**src/rtl/uart_rx_cmd_decoder.sv**
```systemverilog
// Frame-level command decoder behind the UART receiver: assembles write, read and ALU command
// frames from received bytes and issues registered register-file / ALU strobes.
module uart_rx_cmd_decoder #(
    parameter int unsigned DSIZE      = 8,
    parameter int unsigned ADDR_W     = 4,
    parameter int unsigned TMO_CYCLES = 255,
    parameter int unsigned TMO_W      = 16
) (
    input  logic              CLK,
    input  logic              RST,
    input  logic [DSIZE-1:0]  RX_P_DATA,
    input  logic              RX_D_VLD,
    input  logic              PAR_ERR,
    input  logic              STP_ERR,
    output logic              WR_EN,
    output logic              RD_EN,
    output logic [ADDR_W-1:0] ADDR,
    output logic [DSIZE-1:0]  WR_DATA,
    output logic              ALU_EN,
    output logic [3:0]        ALU_FUN,
    output logic              CLK_GATE_EN,
    output logic              FRAME_ERR,
    output logic              BUSY
);

    typedef enum logic [2:0] {
        StIdle,
        StWrAddr,
        StWrData,
        StRdAddr,
        StAluA,
        StAluB,
        StAluFun
    } state_t;

    localparam logic [DSIZE-1:0] CmdWr     = DSIZE'(8'hAA);
    localparam logic [DSIZE-1:0] CmdRd     = DSIZE'(8'hBB);
    localparam logic [DSIZE-1:0] CmdAluOp  = DSIZE'(8'hCC);
    localparam logic [DSIZE-1:0] CmdAluFun = DSIZE'(8'hDD);
    // Count value at which one more idle cycle would reach TMO_CYCLES.
    localparam logic [TMO_W-1:0] TmoLast   = TMO_W'(TMO_CYCLES - 1);

    state_t           state_q;
    logic [TMO_W-1:0] tmo_cnt_q;
    logic             byte_err;
    logic             tmo_expire;

    assign byte_err   = PAR_ERR | STP_ERR;
    assign tmo_expire = (TMO_CYCLES != 0) && (tmo_cnt_q == TmoLast);

    always_ff @(posedge CLK or negedge RST) begin
        if (!RST) begin
            state_q     <= StIdle;
            tmo_cnt_q   <= '0;
            WR_EN       <= 1'b0;
            RD_EN       <= 1'b0;
            ADDR        <= '0;
            WR_DATA     <= '0;
            ALU_EN      <= 1'b0;
            ALU_FUN     <= '0;
            CLK_GATE_EN <= 1'b0;
            FRAME_ERR   <= 1'b0;
            BUSY        <= 1'b0;
        end else begin
            WR_EN       <= 1'b0;
            RD_EN       <= 1'b0;
            ALU_EN      <= 1'b0;
            FRAME_ERR   <= 1'b0;
            CLK_GATE_EN <= 1'b0;

            if (RX_D_VLD) begin
                tmo_cnt_q <= '0;
                if (byte_err) begin
                    FRAME_ERR <= 1'b1;
                    state_q   <= StIdle;
                    BUSY      <= 1'b0;
                end else begin
                    unique case (state_q)
                        StIdle: begin
                            if (RX_P_DATA == CmdWr) begin
                                state_q <= StWrAddr;
                                BUSY    <= 1'b1;
                            end else if (RX_P_DATA == CmdRd) begin
                                state_q <= StRdAddr;
                                BUSY    <= 1'b1;
                            end else if (RX_P_DATA == CmdAluOp) begin
                                state_q <= StAluA;
                                BUSY    <= 1'b1;
                            end else if (RX_P_DATA == CmdAluFun) begin
                                state_q     <= StAluFun;
                                BUSY        <= 1'b1;
                                CLK_GATE_EN <= 1'b1;
                            end else begin
                                FRAME_ERR <= 1'b1;
                            end
                        end
                        StWrAddr: begin
                            ADDR    <= RX_P_DATA[ADDR_W-1:0];
                            state_q <= StWrData;
                        end
                        StWrData: begin
                            WR_DATA <= RX_P_DATA;
                            WR_EN   <= 1'b1;
                            state_q <= StIdle;
                            BUSY    <= 1'b0;
                        end
                        StRdAddr: begin
                            ADDR    <= RX_P_DATA[ADDR_W-1:0];
                            RD_EN   <= 1'b1;
                            state_q <= StIdle;
                            BUSY    <= 1'b0;
                        end
                        // Operands land in fixed register-file slots 0 and 1.
                        StAluA: begin
                            ADDR    <= '0;
                            WR_DATA <= RX_P_DATA;
                            WR_EN   <= 1'b1;
                            state_q <= StAluB;
                        end
                        StAluB: begin
                            ADDR        <= ADDR_W'(1);
                            WR_DATA     <= RX_P_DATA;
                            WR_EN       <= 1'b1;
                            state_q     <= StAluFun;
                            CLK_GATE_EN <= 1'b1;
                        end
                        StAluFun: begin
                            ALU_FUN     <= RX_P_DATA[3:0];
                            ALU_EN      <= 1'b1;
                            CLK_GATE_EN <= 1'b1;
                            state_q     <= StIdle;
                            BUSY        <= 1'b0;
                        end
                        default: begin
                            state_q <= StIdle;
                            BUSY    <= 1'b0;
                        end
                    endcase
                end
            end else if (state_q != StIdle) begin
                if (tmo_expire) begin
                    FRAME_ERR <= 1'b1;
                    tmo_cnt_q <= '0;
                    state_q   <= StIdle;
                    BUSY      <= 1'b0;
                end else begin
                    if (TMO_CYCLES != 0) begin
                        tmo_cnt_q <= tmo_cnt_q + TMO_W'(1);
                    end
                    CLK_GATE_EN <= (state_q == StAluFun);
                end
            end else begin
                tmo_cnt_q <= '0;
            end
        end
    end

endmodule

```
**config.mk**
```make
export PLATFORM = sky130hd
export DESIGN_NAME = uart_rx_cmd_decoder
export DESIGN_NICKNAME = d
export VERILOG_FILES = /design/src/rtl/uart_rx_cmd_decoder.sv
export SDC_FILE = /design/constraint.sdc
export NUM_CORES = 1
export LEC_CHECK = 0
export ABC_AREA = 1
export BUFFER_PORTS_ARGS = -buffer_cell sky130_fd_sc_hd__buf_4
export CORE_MARGIN = 5
export CORE_UTILIZATION = 30
export CTS_CLUSTER_DIAMETER = 120
export DETAILED_ROUTE_END_ITERATION = 16
export GPL_TIMING_DRIVEN = 0
export PLACE_DENSITY = 0.56
export SLEW_MARGIN = 10
export SYNTH_ARGS = -nofsm -noshare
export SYNTH_HDL_FRONTEND = slang
export SYNTH_SLANG_ARGS = --single-unit
```
**constraint.sdc**
```tcl
create_clock -name CLK -period 3.25 [get_ports CLK]
set_input_delay 0.325 -clock CLK [delete_from_list [all_inputs] [get_ports CLK]]
set_output_delay 0.325 -clock CLK [all_outputs]
set_load 0.01 [all_outputs]
```
==> flow_summary.ini <==
[outcome]
status = finished, final reports clean

[placement]
port_buffers = 33
dp_hpwl_um = 3590
gp_congestion = 0.809
dpl_cell_area_um2 = 2560

[worst_setup_path]
cp-start-kind = flop
crit_top_cell = inv_2
path_max_fanout = 10
required_ps = 3430
crit_path_end_kind = flop
crit_type = reg -> reg
slowest_delay_ps = 440
cp_slowest_cell = dfrtp_1
cp_cell_sequence = nor2_2 -> inv_2 -> nor2_4 -> inv_2 -> nand3_2 -> buf_2 -> nor2_1
crit_arrival_ps = 1680
reg2reg_slack_ps = 1750

[detailed_routing]
drt-total-wl_um = 4770
wl_met3_um = 216
wl_met1_um = 2080
vias = 1811
drtIter0Drc = 89
wl_per_cell_um = 11.8
drc = 0
highest_layer = met4
antenna_left = 0
wl_met2_um = 2390
first_pass_iters = 4
viasPerCell = 4.47

[sta]
clock.fmax_mhz = 667
min_period_ps = 1500
hold_slack_ps = 5.73
skew_ps = 4.87
min_period_over_period_pct = 46.1
finalHoldViolCount = 0
setup_viol = 0
tightest_slew_ps = 523
rsz0062_at_grt = false
slew_headroom_pct = 65.1
tns_ps = 0
finalMaxSlewViolations = 0

[cts]
cts_setup_buffers = 0
root_buffer = clkbuf_8
cts-resized-gates = 0
cts.sinks = 41
cts_tree = yes
cts_max_level = 2
cts_buffer_depth = 2
cts_hold_buffers = 0
cts.clk_slew.worst_paths_ps = 80
numCtsBuffers = 5
clk_latency_ps = 300

[finish]
fillers = 745
fin_area_um2 = 2650
layout_commonest_cell = nand2_1
mostFrequentLayoutCells = nand2_1 (58), dfrtp_1 (41), nor2_1 (41)
area_delta_synth_final_pct = 20.9
nets = 320
final_layout_size_suffix_gt1_share_pct = 27.5
antenna_cells = 0

[floorplan]
dieArea_um2 = 9100
initial_core_util_pct = 30.5
die_x_um = 95.4
die_h_um = 95.4
fp-row-count = 31
core_area_um2 = 7180
io_pins = 35

[yosys]
syn_inst = 265
syn_area_um2 = 2190
synth_top_flop_cell = dfrtp_1
syn-mean-instance-area_um2 = 8.26
postSynth.asyncResetShare_pct = 100
synth_edf_count = 0
seq_area_frac_synth_pct = 46.9
syn_nets = 280
synth.lib_cells_used.distinct = 34
yosys_warnings = 0
ys_seq_elements = 41

[power_and_ir_drop]
p_leak_nw = 1.27
ir_drop_mv = 0.275
p_per_area_nw_per_um2 = 469

[global_route]
antenna_found_initial = 0
gr-total-overflow = 0
track_usage_pct = 12.3
grt_pass1_vias = 1885
grt_pass1_wl_um = 8710
grt_start_max_net_pins = 42

[hold_path]
hp-class = in -> async

[run]
drv_cap = 0
-- critical path: cells and delay by family (launching register included) --
kind | cells | cell delay [ps]
buffers and inverters | 3 | 420
DFF | 1 | 440
and+or+nand+nor | 4 | 520
-- cells by family after synthesis --
| logic type | Yosys count | synth area share [%] |
|---|---|---|
| AOI/OAI and AO/OA | 28 | 9.49 |
| xor gates and xnor gates | 8 | 3.20 |
| adders and majority gates | 2 | 1.14 |
| buffers and inverters | 35 | 6.80 |
| DFF | 41 | 46.9 |
| muxes | 1 | 0.515 |
| and+or+nand+nor | 150 | 32.0 |
-- final cells by class --
cell class	instances	area (um^2)	area share, %
well taps	99	124	4.68
flip-flops and latches	41	1030	38.8
clock buffers	5	68.8	2.60
plain buffers	3	23.8	0.898
multi-input cells	189	1010	38.3
clock inverters	3	17.5	0.662
repair buffers	33	248	9.36
inverters	32	125	4.73
-- layer usage --
layer	GRT usage, %	vias up
li1	-	934
met1	14.5	838
met2	21.8	32
met3	3.00	7
met4	3.91	0
met5	0	-
-- stage by stage --
stage / utilization, % / power, mW / cells / worst slack, ps
after global routing: 36.9 / 1.33 / 405 / 1570
after global placement: 35.7 / 0.923 / 397 / 1730
after detailed placement: 35.7 / 0.927 / 397 / 1710
after CTS: 36.9 / 1.27 / 405 / 1720
final: 36.9 / 1.24 / 405 / 1750
after floorplan: - / 0.776 / 265 / 1910
-- cell usage after synthesis (2+ instances only) --
| library cell | count | area share (%) |
|---|---|---|
| nand2_1 | 58 | 9.9 |
| dfrtp_1 | 41 | 47 |
| nor2_1 | 41 | 7.0 |
| nand3_1 | 25 | 5.7 |
| inv_1 | 22 | 3.8 |
| o21ai_2 | 12 | 4.8 |
| inv_2 | 8 | 1.4 |
| nor2_4 | 7 | 3.6 |
| xor2_1 | 6 | 2.4 |
| nor3_1 | 5 | 1.1 |
| nand2_2 | 4 | 1.1 |
| nand4_1 | 3 | 0.86 |
| o21ai_0 | 3 | 0.69 |
| o21ai_1 | 3 | 0.69 |
| o31ai_1 | 3 | 1.0 |
| a21oi_1 | 2 | 0.46 |
| ha_1 | 2 | 1.1 |
| inv_4 | 2 | 0.57 |
| nor2_2 | 2 | 0.57 |
| xnor2_1 | 2 | 0.80 |
-- power by group --
group	switching (mW)	leakage, nW	internal, mW
clock network	0.185	0.0439	0.148
registers	0.0425	0.555	0.572
logic	0.153	0.669	0.141
-- flip-flops by register name, summed over array words and instances (netlist names), 3 cells and up --
signal     flops
tmo_cnt_q     16
WR_DATA        8
ALU_FUN        4
ADDR           4
state_q        3
-- final timing paths --
kind | to | startpoint | cells past startpoint
setup / recovery | tmo_cnt_q[12]$_DFF_PN0_ | state_q[0]$_DFFE_PN0P_ | 7
hold / removal | tmo_cnt_q[4]$_DFF_PN0_ | RST | 1
setup reg to reg | tmo_cnt_q[12]$_DFF_PN0_ | state_q[0]$_DFFE_PN0P_ | 7
hold reg to reg | WR_DATA[7]$_DFFE_PN0P_ | WR_DATA[7]$_DFFE_PN0P_ | 2
max in group asynchronous | state_q[1]$_DFFE_PN0P_ | RST | 1
min in group CLK | tmo_cnt_q[10]$_DFF_PN0_ | RX_D_VLD | 2
(Power assumes the default switching activity.)
